File: src/rtl/ps2_inreg.sv
// PS/2 keyboard receiver mapping scan-code set 2 keys onto the active-low gigatron inreg byte.
// Define PS2_PARITY_CHECK_EN to reject frames whose odd parity does not check.
module ps2_inreg #(
  parameter int FILTER  = 4,
  parameter int TIMEOUT = 6250
) (
  input  logic       clock,
  input  logic       rst_n,
  input  logic       ps2_clk,
  input  logic       ps2_dat,
  output logic [7:0] inreg,
  output logic [7:0] code,
  output logic       code_valid,
  output logic       frame_err
);

  localparam int             FW   = (FILTER > 1) ? $clog2(FILTER) : 1;
  localparam logic [FW-1:0]  FLIM = FW'(FILTER - 1);
  localparam logic [15:0]    TLIM = 16'(TIMEOUT);

  typedef enum logic [1:0] {
    S_IDLE,
    S_DATA,
    S_PARITY,
    S_STOP
  } state_t;

  logic          clk_p0, clk_p1;
  logic          dat_p0, dat_p1;
  logic          level;
  logic [FW-1:0] fcnt;
  logic          fall;
  logic [15:0]   idle_cnt;
  logic          timeout;

  state_t        state, state_nx;
  logic [2:0]    bit_cnt, bit_cnt_nx;
  logic [7:0]    shift, shift_nx;
  logic          frame_ok;
  logic          accept, reject;
  logic          brk, ext;
  logic [3:0]    map;

  // Returns {hit, bit index} for a scan code given the extended-prefix state.
  function automatic logic [3:0] key_map(input logic ext_f, input logic [7:0] b);
    logic [3:0] r;
    r = 4'b0000;
    case ({ext_f, b})
      9'h175:  r = 4'b1011;
      9'h172:  r = 4'b1010;
      9'h16B:  r = 4'b1001;
      9'h174:  r = 4'b1000;
      9'h01C:  r = 4'b1111;
      9'h032:  r = 4'b1110;
      9'h00D:  r = 4'b1101;
      9'h05A:  r = 4'b1100;
      default: r = 4'b0000;
    endcase
    return r;
  endfunction

  // Stage p0/p1: two-flop synchronizers, idle-high so reset looks like an idle line
  always_ff @(posedge clock or negedge rst_n) begin
    if (!rst_n) begin
      clk_p0 <= 1'b1;
      clk_p1 <= 1'b1;
      dat_p0 <= 1'b1;
      dat_p1 <= 1'b1;
    end else begin
      clk_p0 <= ps2_clk;
      clk_p1 <= clk_p0;
      dat_p0 <= ps2_dat;
      dat_p1 <= dat_p0;
    end
  end

  // Filtered clock level: flips only after FILTER consecutive disagreeing samples
  always_ff @(posedge clock or negedge rst_n) begin
    if (!rst_n) begin
      level <= 1'b1;
      fcnt  <= '0;
    end else if (clk_p1 != level) begin
      if (fcnt == FLIM) begin
        level <= ~level;
        fcnt  <= '0;
      end else begin
        fcnt <= fcnt + 1'b1;
      end
    end else begin
      fcnt <= '0;
    end
  end

  assign fall = level & ~clk_p1 & (fcnt == FLIM);

  always_ff @(posedge clock or negedge rst_n) begin
    if (!rst_n) begin
      idle_cnt <= '0;
    end else if (state == S_IDLE || fall || timeout) begin
      idle_cnt <= '0;
    end else begin
      idle_cnt <= idle_cnt + 16'd1;
    end
  end

  assign timeout = (state != S_IDLE) && (idle_cnt == TLIM);

`ifdef PS2_PARITY_CHECK_EN
  logic par, par_nx;
  assign frame_ok = dat_p1 & (^{shift, par});
`else
  assign frame_ok = dat_p1;
`endif

  always_ff @(posedge clock or negedge rst_n) begin
    if (!rst_n) begin
      state   <= S_IDLE;
      bit_cnt <= '0;
    end else begin
      state   <= state_nx;
      bit_cnt <= bit_cnt_nx;
    end
  end

  // Shift register holds data only; a stale value is never accepted without 8 new bits
  always_ff @(posedge clock) begin
    shift <= shift_nx;
`ifdef PS2_PARITY_CHECK_EN
    par   <= par_nx;
`endif
  end

  always_comb begin
    state_nx   = state;
    bit_cnt_nx = bit_cnt;
    shift_nx   = shift;
`ifdef PS2_PARITY_CHECK_EN
    par_nx     = par;
`endif
    accept     = 1'b0;
    reject     = 1'b0;
    if (timeout) begin
      state_nx = S_IDLE;
      reject   = 1'b1;
    end else if (fall) begin
      case (state)
        S_IDLE: begin
          if (!dat_p1) begin
            state_nx   = S_DATA;
            bit_cnt_nx = 3'd0;
          end
        end
        S_DATA: begin
          shift_nx = {dat_p1, shift[7:1]};
          if (bit_cnt == 3'd7) state_nx = S_PARITY;
          else                 bit_cnt_nx = bit_cnt + 3'd1;
        end
        S_PARITY: begin
`ifdef PS2_PARITY_CHECK_EN
          par_nx   = dat_p1;
`endif
          state_nx = S_STOP;
        end
        S_STOP: begin
          state_nx = S_IDLE;
          if (frame_ok) accept = 1'b1;
          else          reject = 1'b1;
        end
        default: state_nx = S_IDLE;
      endcase
    end
  end

  assign map = key_map(ext, shift);

  // Stage p2: decoder, output byte and status pulses
  always_ff @(posedge clock or negedge rst_n) begin
    if (!rst_n) begin
      inreg      <= 8'hFF;
      code       <= 8'h00;
      code_valid <= 1'b0;
      frame_err  <= 1'b0;
      brk        <= 1'b0;
      ext        <= 1'b0;
    end else begin
      code_valid <= accept;
      frame_err  <= reject;
      if (accept) begin
        code <= shift;
        if (shift == 8'hF0) begin
          brk <= 1'b1;
        end else if (shift == 8'hE0) begin
          ext <= 1'b1;
        end else begin
          brk <= 1'b0;
          ext <= 1'b0;
          if (map[3]) inreg[map[2:0]] <= brk;
        end
      end else if (reject) begin
        brk <= 1'b0;
        ext <= 1'b0;
      end
    end
  end

endmodule

File: config.mk
export PLATFORM = sky130hd
export DESIGN_NAME = ps2_inreg
export DESIGN_NICKNAME = d
export VERILOG_FILES = /design/src/rtl/ps2_inreg.sv
export SDC_FILE = /design/constraint.sdc
export NUM_CORES = 1
export LEC_CHECK = 0
export ABC_AREA = 0
export CAP_MARGIN = 10
export CORE_ASPECT_RATIO = 1.1
export CORE_MARGIN = 4
export CORE_UTILIZATION = 62
export CTS_CLUSTER_SIZE = 25
export DETAILED_ROUTE_END_ITERATION = 16
export GPL_TIMING_DRIVEN = 0
export HOLD_SLACK_MARGIN = 0.05
export PLACE_DENSITY = 0.84
export SLEW_MARGIN = 10
export SYNTH_ARGS = -nofsm -noshare
export SYNTH_HDL_FRONTEND = slang
export SYNTH_SLANG_ARGS = --single-unit
File: constraint.sdc
create_clock -name clock -period 4.6 [get_ports clock]
set_input_delay 0.69 -clock clock [delete_from_list [all_inputs] [get_ports clock]]
set_output_delay 0.69 -clock clock [all_outputs]
set_load 0.005 [all_outputs]
==> flow_metrics.tcl, run 1 <==
set metrics [dict create \
    synth_seq_cells 56 \
    synth_seq_area_share_pct 52.55 \
    wl_um 5377 \
    drive_gt1_share_pct 16.91 \
    drt-initial-drc-count 212 \
    clkPwrFrac_pct 29.1 \
    path_clk_slew_ps 100 \
    synth.area.top_cells "dfrtp_1 32%, dfstp_2 12%, edfxtp_1 8.7%" \
    setup_viol_count_final 0 \
    htree_levels 2 \
    grt_pass1_wl_um 9411 \
    p_per_area_nw_per_um2 300.1 \
    crit_fanout 10 \
    fin_crit_ps 2668 \
    ant_nets 0 \
    yosysTopAreaCellShare_pct 31.57 \
    nFillCells 309 \
    startpoint_type "register" \
    drv_cap 0 \
    cts_root_buf "clkbuf_8" \
    layout_worst_path_cycle_share_pct 57.99 \
    holdWs_ps 315.8 \
    fp.coreArea_um2 4317 \
    fin_util_pct 73.33 \
    gr-total-overflow 0 \
    fin_skew_ps 12.01 \
    crit_required_ps 4780 \
    avgSynthCellArea_um2 11.46 \
    vias_per_cell 6.031 \
    crit_type "register to register" \
    areaGrowthSynthToFinish_pct 14.12 \
    rsz0062_at_grt "false" \
    nNetsFinal 285 \
    hold_viol_final 0 \
    power_switching_mw 0.2483 \
    antenna_found_initial 0 \
    tightest_slew_ps 692.4 \
    synth_top_flop_cell "dfrtp_1" \
    die_y_um 78.16 \
    synth_top_area_cell "dfrtp_1" \
    die_w_um 71.78 \
    dieArea_um2 5610 \
    async_flop_share_pct 85.71 \
    status "complete, no violations" \
    clk_latency_ps 320 \
    slew_viol_final 0 \
    grt_max_degree 29 \
    synthCells 242 \
    p_leak_nw 1.301 \
    cts_max_path_buffers 2 \
    fmax_mhz 374.8 \
    cts_setup_buffers 0 \
    cts_tree "built" \
    io_pins 22 \
    synthMostInstantiatedCell "dfrtp_1" \
    cts_made_buffers 5 \
    portBuffers 21 \
    numClockSinks 56 \
    gp_congestion 0.8267 \
    grtUsageTotal_pct 21.38 \
    postCtsResizedCells 0 \
    routed-via-count 1966 \
    drt_first_pass_iters 4 \
    n_antenna_cell 0 \
    swShare_pct 26.13 \
    cts_hold_buf 0 \
    grt_pass1_vias 1974 \
    ys_top_cells_by_count "35 x dfrtp_1, 24 x nor2_1, 19 x nand2_1" \
    min_path_type "input port to asynchronous set/reset pin" \
    cp_data_arrival_time_ps 2850 \
    dp_hpwl_um 3856 \
    yosys.cell_types.count 49 \
    drc 0 \
    synth_edf_count 8 \
    end_kind "register" \
    wire_per_inst_um 16.49 \
    slew_headroom_pct 53.64 \
    vdd_drop_max_v 0.0002157 \
    intPower_mw 0.7018 \
    tns_ps 0 \
    num_rows 25 \
    pwr-share-seq_pct 58.0 \
    syn_area_um2 2774 \
    initial_core_util_pct 64.26 \
    ys_warn_count 0 \
    synth_nets 256 \
    pwr-share-comb_pct 12.9 \
]
final timing paths:
kind	slack, ps	from	cells past startpoint	endpoint
max in group asynchronous	3690	rst_n	2	level$_DFFE_PN1P_
setup reg to reg	1930	state[0]$_DFFE_PN0P_	7	idle_cnt[9]$_DFF_PN0_
hold / removal	320	rst_n	1	idle_cnt[2]$_DFF_PN0_
min in group clock	360	clk_p0$_DFF_PN1_	0	clk_p1$_DFF_PN1_
setup / recovery	1930	state[0]$_DFFE_PN0P_	7	idle_cnt[9]$_DFF_PN0_
hold reg to reg	360	clk_p0$_DFF_PN1_	0	clk_p1$_DFF_PN1_
cell type report:
cell class / instances / area [um^2] / share of cell area, %
plain buffers: 8 / 37.54 / 1.186
repair buffers: 22 / 225.2 / 7.115
flip-flops and latches: 56 / 1458 / 46.05
inverters: 7 / 26.28 / 0.8300
well taps: 54 / 67.56 / 2.134
clock inverters: 1 / 7.507 / 0.2372
multi-input cells: 171 / 1257 / 39.72
clock buffers: 7 / 86.33 / 2.727
worst max-delay path, cell delays in order (launching register included):
cell and delay, ps:
dfrtp_1 410, inv_1 80, ha_1 260, nor4b_1 450
nand4_1 420, nand3b_1 420, clkbuf_1 400, nor2_1 100
power groups by stage:
stage | Clock [mW] | Combinational, mW | Sequential [mW]
2_1_floorplan | 0 | 0.0869 | 0.555
3_3_place_gp | 0 | 0.116 | 0.559
3_5_place_dp | 0 | 0.124 | 0.561
4_1_cts | 0.286 | 0.124 | 0.551
5_1_grt | 0.307 | 0.141 | 0.554
6_report | 0.276 | 0.122 | 0.551
cell families after synthesis:
kind of cell | after synthesis | share of synthesized area [%]
AO/OA/AOI/OAI | 18 | 5.323
XOR/XNOR | 18 | 5.683
AND/OR/NAND/NOR | 108 | 22.64
flip-flops | 56 | 52.55
buffers and inverters | 15 | 2.300
adder cells (fa/ha/maj) | 10 | 4.511
multiplexers | 17 | 6.992
cell usage in the layout (no fill, tap or decap), types with 8 or more instances in the layout:
cell type        instances
nand4_1                  8
edfxtp_1                 8
ha_1                    10
mux2_2                   8
dfstp_2                 13
nand3_1                  9
nand2_1                 19
nor2_1                  24
dfrtp_1                 35
xor2_1                  11
clkdlybuf4s50_1         20
routing by layer:
| layer | vias up | track usage (%) | wire, um |
|---|---|---|---|
| li1 | 924 | - | - |
| met1 | 986 | 26.96 | 2199 |
| met2 | 46 | 35.85 | 2851 |
| met3 | 10 | 3.073 | 208 |
| met4 | 0 | 10.34 | 117 |
| met5 | - | 0 | 0 |
registers in the layout (all words and copies together) (netlist names), 2 cells and up:
name	cells
idle_cnt	16
inreg	8
fcnt	2
shift	8
state	2
code	8
bit_cnt	3
stage by stage:
stage	setup WS (ps)	power [mW]	area [um^2]	instances
after floorplan	2428	0.6424	2774	242
final	1932	0.9501	3166	326
after global routing	1741	1.003	3166	326
after CTS	1895	0.9613	3161	326
after detailed placement	2002	0.6842	3067	318
after global placement	1563	0.6753	3052	317
No activity file was read; power rests on OpenSTA's default activity.
==> inputs of run 2 (changes only) <==
--- a/config.mk
+++ b/config.mk
@@ -9,12 +9,12 @@
 export CAP_MARGIN = 10
 export CORE_ASPECT_RATIO = 1.1
 export CORE_MARGIN = 4
-export CORE_UTILIZATION = 62
+export CORE_UTILIZATION = 58
 export CTS_CLUSTER_SIZE = 25
 export DETAILED_ROUTE_END_ITERATION = 16
 export GPL_TIMING_DRIVEN = 0
 export HOLD_SLACK_MARGIN = 0.05
-export PLACE_DENSITY = 0.84
+export PLACE_DENSITY = 0.79
 export SLEW_MARGIN = 10
 export SYNTH_ARGS = -nofsm -noshare
 export SYNTH_HDL_FRONTEND = slang
==> constraint.sdc (replaced) <==
create_clock -name clock -period 2.79 [get_ports clock]
set_input_delay 0.4185 -clock clock [delete_from_list [all_inputs] [get_ports clock]]
set_output_delay 0.4185 -clock clock [all_outputs]
set_load 0.005 [all_outputs]
==> flow_metrics.tcl, run 2 (synthesized netlist as in run 1, its figures left out) <==
set metrics [dict create \
    status "complete, no violations" \
    initial_core_util_pct 59.63 \
    timing.critical_path.buf_inv 3 \
    crit_chain "inv_1, ha_1, nor4b_1, and4_1, clkbuf_1, nor2_1, buf_2, mux2_1" \
    reg2reg_to "code[4]$_DFFE_PN0N_" \
    slew_headroom_pct 54.32 \
    fp.coreArea_um2 4652 \
    crit_fanout 10 \
    hold_viol_final 0 \
    fin_crit_ps 2558 \
    cts_tree "built" \
    critical_path.top_delay_family "simple AND/OR/NAND/NOR gates" \
    drive_gt1_share_pct 17.82 \
    io_pins 22 \
    portBuffers 21 \
    areaGrowthSynthToFinish_pct 15.11 \
    layout_worst_path_cycle_share_pct 91.68 \
    tns_ps 0 \
    drt-initial-drc-count 81 \
    clk_latency_ps 320 \
    num_rows 26 \
    slew_viol_final 0 \
    grtUsageTotal_pct 18.96 \
    fin_skew_ps 12.60 \
    cts_made_buffers 5 \
    intPower_mw 1.154 \
    clkPwrFrac_pct 29.1 \
    routed-via-count 1935 \
    nNetsFinal 288 \
    numClockSinks 56 \
    drt_first_pass_iters 4 \
    path_clk_slew_ps 100 \
    gp_congestion 0.8139 \
    cp.depth 8 \
    reg2reg_slack_ps 230 \
    largest_register_ffs 16 \
    final_cell_area_um2 3193 \
    r2r-start "state[0]$_DFFE_PN0P_" \
    min_path_type "register to register" \
    p_per_area_nw_per_um2 498.4 \
    place_area_um2 3069 \
    die_w_um 73.94 \
    dp_hpwl_um 3745 \
    crit_slowest_cell "nor4b_1" \
    dieArea_um2 5954 \
    dp.cells 320 \
    setup_viol_count_final 0 \
    cp_data_arrival_time_ps 2760 \
    power_switching_mw 0.4369 \
    mostFrequentLayoutCell "dfrtp_1" \
    layout.cells.non_filler 331 \
    wl_um 5180 \
    crit_end "code[4]$_DFFE_PN0N_" \
    holdWs_ps 361.5 \
    r2r_cells 8 \
    grt_pass1_vias 1857 \
    antenna_found_initial 0 \
    cts_root_buf "clkbuf_8" \
    startpoint_type "register" \
    p_leak_nw 1.315 \
    pwr-share-seq_pct 57.0 \
    top_register "idle_cnt" \
    total_power_mw 1.591 \
    tightest_slew_ps 682.2 \
    pwr-share-comb_pct 13.8 \
    crit_required_ps 2990 \
    ant_nets 0 \
    grt_max_degree 32 \
    grt_pass1_wl_um 8666 \
    vias_per_cell 5.846 \
    rsz0062_at_grt "false" \
    drc 0 \
    layout_common_cells "35 x dfrtp_1, 24 x nor2_1, 20 x clkdlybuf4s50_1, 19 x nand2_1, 13 x dfstp_2" \
    fmax_mhz 390.9 \
    end_kind "register" \
    crit_start "state[0]$_DFFE_PN0P_" \
    gr-total-overflow 0 \
    drv_cap 0 \
    crit_type "register to register" \
    n_antenna_cell 0 \
    htree_levels 2 \
    slowest_delay_ps 420 \
    cts_max_path_buffers 2 \
    swShare_pct 27.46 \
    wire_per_inst_um 15.65 \
    vdd_drop_max_v 0.0003713 \
    die_y_um 80.53 \
]
run 2: cell types whose count changed in the layout (fill, tap and decap cells not counted):
cell	previous run	this run
buf_4	0	2
clkbuf_1	3	2
clkbuf_8	6	5
dlygate4sd3_1	0	1
inv_6	0	2
run 2: per-layer routing:
| layer | up-vias | global-route usage (%) | part of all wire (%) |
|---|---|---|---|
| met1 | 960 | 23.84 | 42 |
| met2 | 36 | 32.71 | 53 |
| met3 | 7 | 3.755 | 3.7 |
| met4 | 0 | 5.435 | 1.3 |
| met5 | - | 0 | 0 |
| li1 | 932 | - | - |
run 2: cell type report:
class / count / area [um^2]
clock buffer: 5 / 68.82
inverter: 7 / 26.28
tap: 56 / 70.07
sequential: 56 / 1458
multi-input combinational: 171 / 1257
clock inverter: 3 / 25.02
timing repair buffer: 25 / 250.2
fill: 351 / 1459
buffer: 8 / 37.54
run 2: repair_timing:
action,4_1_cts,5_1_grt
hold buffers,1,0
buffers inserted,0,2
resized for setup,0,1
hold endpoints to repair,12,0
endpoints found under the setup margin,0,17
run 2: worst min path at each step:
stage,from,end,slack (ps),depth (start not counted)
after detailed placement,clk_p0$_DFF_PN1_,clk_p1$_DFF_PN1_,350,0
after global placement,clk_p0$_DFF_PN1_,clk_p1$_DFF_PN1_,350,0
after CTS,clk_p0$_DFF_PN1_,clk_p1$_DFF_PN1_,360,0
final,clk_p0$_DFF_PN1_,clk_p1$_DFF_PN1_,360,0
after floorplan,rst_n,bit_cnt[0]$_DFFE_PN0P_,120,0
after global routing,clk_p0$_DFF_PN1_,clk_p1$_DFF_PN1_,370,0
run 2: stage by stage:
step                      util, %  setup WS [ps]
after floorplan                 -          617.8
after global placement      65.65         -19.91
after detailed placement    65.98          158.3
after CTS                   68.21          153.4
after global routing        68.64          87.67
final                       68.64          232.0
run 2: power by group through the flow:
stage / logic (mW) / clock network, mW / registers (mW)
after global placement: 0.196 / 0 / 0.921
after global routing: 0.250 / 0.512 / 0.914
after floorplan: 0.143 / 0 / 0.916
after detailed placement: 0.203 / 0 / 0.924
after CTS: 0.205 / 0.474 / 0.908
final: 0.220 / 0.464 / 0.907
==> inputs of run 3 (changes only) <==
--- a/config.mk
+++ b/config.mk
@@ -7,14 +7,16 @@
 export LEC_CHECK = 0
 export ABC_AREA = 0
 export CAP_MARGIN = 10
+export CELL_PAD_IN_SITES_DETAIL_PLACEMENT = 1
+export CELL_PAD_IN_SITES_GLOBAL_PLACEMENT = 2
 export CORE_ASPECT_RATIO = 1.1
 export CORE_MARGIN = 4
-export CORE_UTILIZATION = 58
+export CORE_UTILIZATION = 30
 export CTS_CLUSTER_SIZE = 25
 export DETAILED_ROUTE_END_ITERATION = 16
 export GPL_TIMING_DRIVEN = 0
 export HOLD_SLACK_MARGIN = 0.05
-export PLACE_DENSITY = 0.79
+export PLACE_DENSITY_LB_ADDON = 0.1
 export SLEW_MARGIN = 10
 export SYNTH_ARGS = -nofsm -noshare
 export SYNTH_HDL_FRONTEND = slang
==> flow_metrics.tcl, run 3 (synthesized netlist as in run 1, its figures left out) <==
set metrics [dict create \
    num_rows 36 \
    clkPwrFrac_pct 29.5 \
    die_y_um 108.9 \
    setup_viol_count_final 0 \
    areaGrowthSynthToFinish_pct 18.49 \
    crit_required_ps 3000 \
    crit_type "register to register" \
    grt_pass1_vias 2115 \
    nNetsFinal 290 \
    pwr-share-seq_pct 56.5 \
    grt_max_degree 35 \
    initial_core_util_pct 30.95 \
    fin_skew_ps 10.23 \
    crit_slowest_cell "dfrtp_1" \
    gp_congestion 0.7283 \
    crit_start "state[0]$_DFFE_PN0P_" \
    routed-via-count 1953 \
    dp_hpwl_um 4622 \
    final_cell_area_um2 3287 \
    n_antenna_cell 0 \
    largest_register_ffs 16 \
    die_w_um 99.69 \
    layout_common_cells "35 x dfrtp_1, 24 x nor2_1, 20 x clkdlybuf4s50_1, 19 x nand2_1, 13 x dfstp_2" \
    drc 0 \
    grtUsageTotal_pct 12.82 \
    cp_data_arrival_time_ps 2630 \
    min_path_type "register to register" \
    ant_nets 0 \
    slowest_delay_ps 410 \
    numClockSinks 56 \
    drt-initial-drc-count 28 \
    rsz0062_at_grt "false" \
    pwr-share-comb_pct 14.1 \
    clk_latency_ps 320 \
    total_power_mw 1.609 \
    io_pins 22 \
    wire_per_inst_um 16.28 \
    cts_max_path_buffers 2 \
    cts_made_buffers 5 \
    htree_levels 2 \
    crit_fanout 10 \
    fin_crit_ps 2413 \
    portBuffers 21 \
    p_per_area_nw_per_um2 489.7 \
    drive_gt1_share_pct 18.77 \
    startpoint_type "register" \
    drt_first_pass_iters 4 \
    hold_start "dat_p0$_DFF_PN1_" \
    dieArea_um2 10850 \
    tightest_slew_ps 736.4 \
    slew_viol_final 0 \
    vdd_drop_max_v 0.0002437 \
    holdWs_ps 363.8 \
    cts_root_buf "clkbuf_8" \
    drv_cap 0 \
    layout_worst_path_cycle_share_pct 86.49 \
    crit_chain "inv_1, ha_1, nor4b_2, and4_1, clkbuf_1, nor2_1, buf_2, mux2_1" \
    r2r-start "state[0]$_DFFE_PN0P_" \
    cts_tree "built" \
    path_clk_slew_ps 110 \
    slew_headroom_pct 50.69 \
    hold_viol_final 0 \
    fmax_mhz 414.4 \
    fp.coreArea_um2 8964 \
    swShare_pct 28.15 \
    antenna_found_initial 0 \
    p_leak_nw 1.324 \
    vias_per_cell 4.995 \
    place_area_um2 3142 \
    end_kind "register" \
    gr-total-overflow 0 \
    mostFrequentLayoutCell "dfrtp_1" \
    top_register "idle_cnt" \
    wl_um 6364 \
    grt_pass1_wl_um 11040 \
    power_switching_mw 0.4530 \
    intPower_mw 1.156 \
    status "complete, no violations" \
]
run 3: cell types whose count changed in the layout (fill, tap and decap cells not counted), sizes merged:
cell	before	now
buf	9	11
run 3: metrics by stage:
step                      utilization [%]  setup TNS [ps]  std cells  setup WS (ps)
after detailed placement            35.05          -167.7        378         -21.47
after CTS                           36.26               0        387          47.52
final                               36.67               0        391          377.0
after global placement              34.88           -7919        377         -230.7
after global routing                36.67               0        391          135.9
after floorplan                         -               0        242          617.8
run 3: final timing paths:
path	end	slack, ps	cells after the start
worst max register to register	code[5]$_DFFE_PN0N_	380	8
max in group asynchronous	clk_p1$_DFF_PN1_	1670	3
worst min-delay path	dat_p1$_DFF_PN1_	360	0
worst max-delay path	code[5]$_DFFE_PN0N_	380	8
worst min register to register	dat_p1$_DFF_PN1_	360	0
min in group asynchronous	bit_cnt[1]$_DFFE_PN0P_	540	2
run 3: worst max-delay path, delay by kind of cell, from the launching register on:
kind | cells | cell delay (ps)
buffers and inverters | 3 | 620
flip-flops | 1 | 410
AND/OR/NAND/NOR | 3 | 690
adder cells (fa/ha/maj) | 1 | 270
multiplexers | 1 | 330
run 3: layer usage:
metal / vias up / track usage [%] / wire length, um
met5: - / 0 / 0
li1: 933 / - / -
met4: 0 / 3.805 / 81
met2: 9 / 23.07 / 3365
met1: 1005 / 15.77 / 2831
met3: 6 / 1.983 / 85
run 3: power by group through the flow:
stage / registers [mW] / logic [mW] / clock network, mW
global placement: 0.923 / 0.211 / 0
global route: 0.916 / 0.269 / 0.539
floorplan: 0.916 / 0.143 / 0
finish: 0.909 / 0.227 / 0.474
detailed placement: 0.925 / 0.215 / 0
CTS: 0.909 / 0.217 / 0.506
run 3: timing repair:
action	CTS	global route
endpoints found under the setup margin	8	12
setup buffers	0	4
hold buffers	1	0
gates resized for setup	1	1
pin swaps	0	2
endpoints found under the hold margin	6	0
run 3: area by class of cell:
class / instances / area, um^2
buffer: 8 / 37.54
fill: 1012 / 5677
tap: 114 / 142.6
multi-input combinational: 171 / 1264
sequential: 56 / 1458
timing repair buffer: 27 / 265.3
clock inverter: 3 / 25.02
clock buffer: 5 / 68.82
inverter: 7 / 26.28
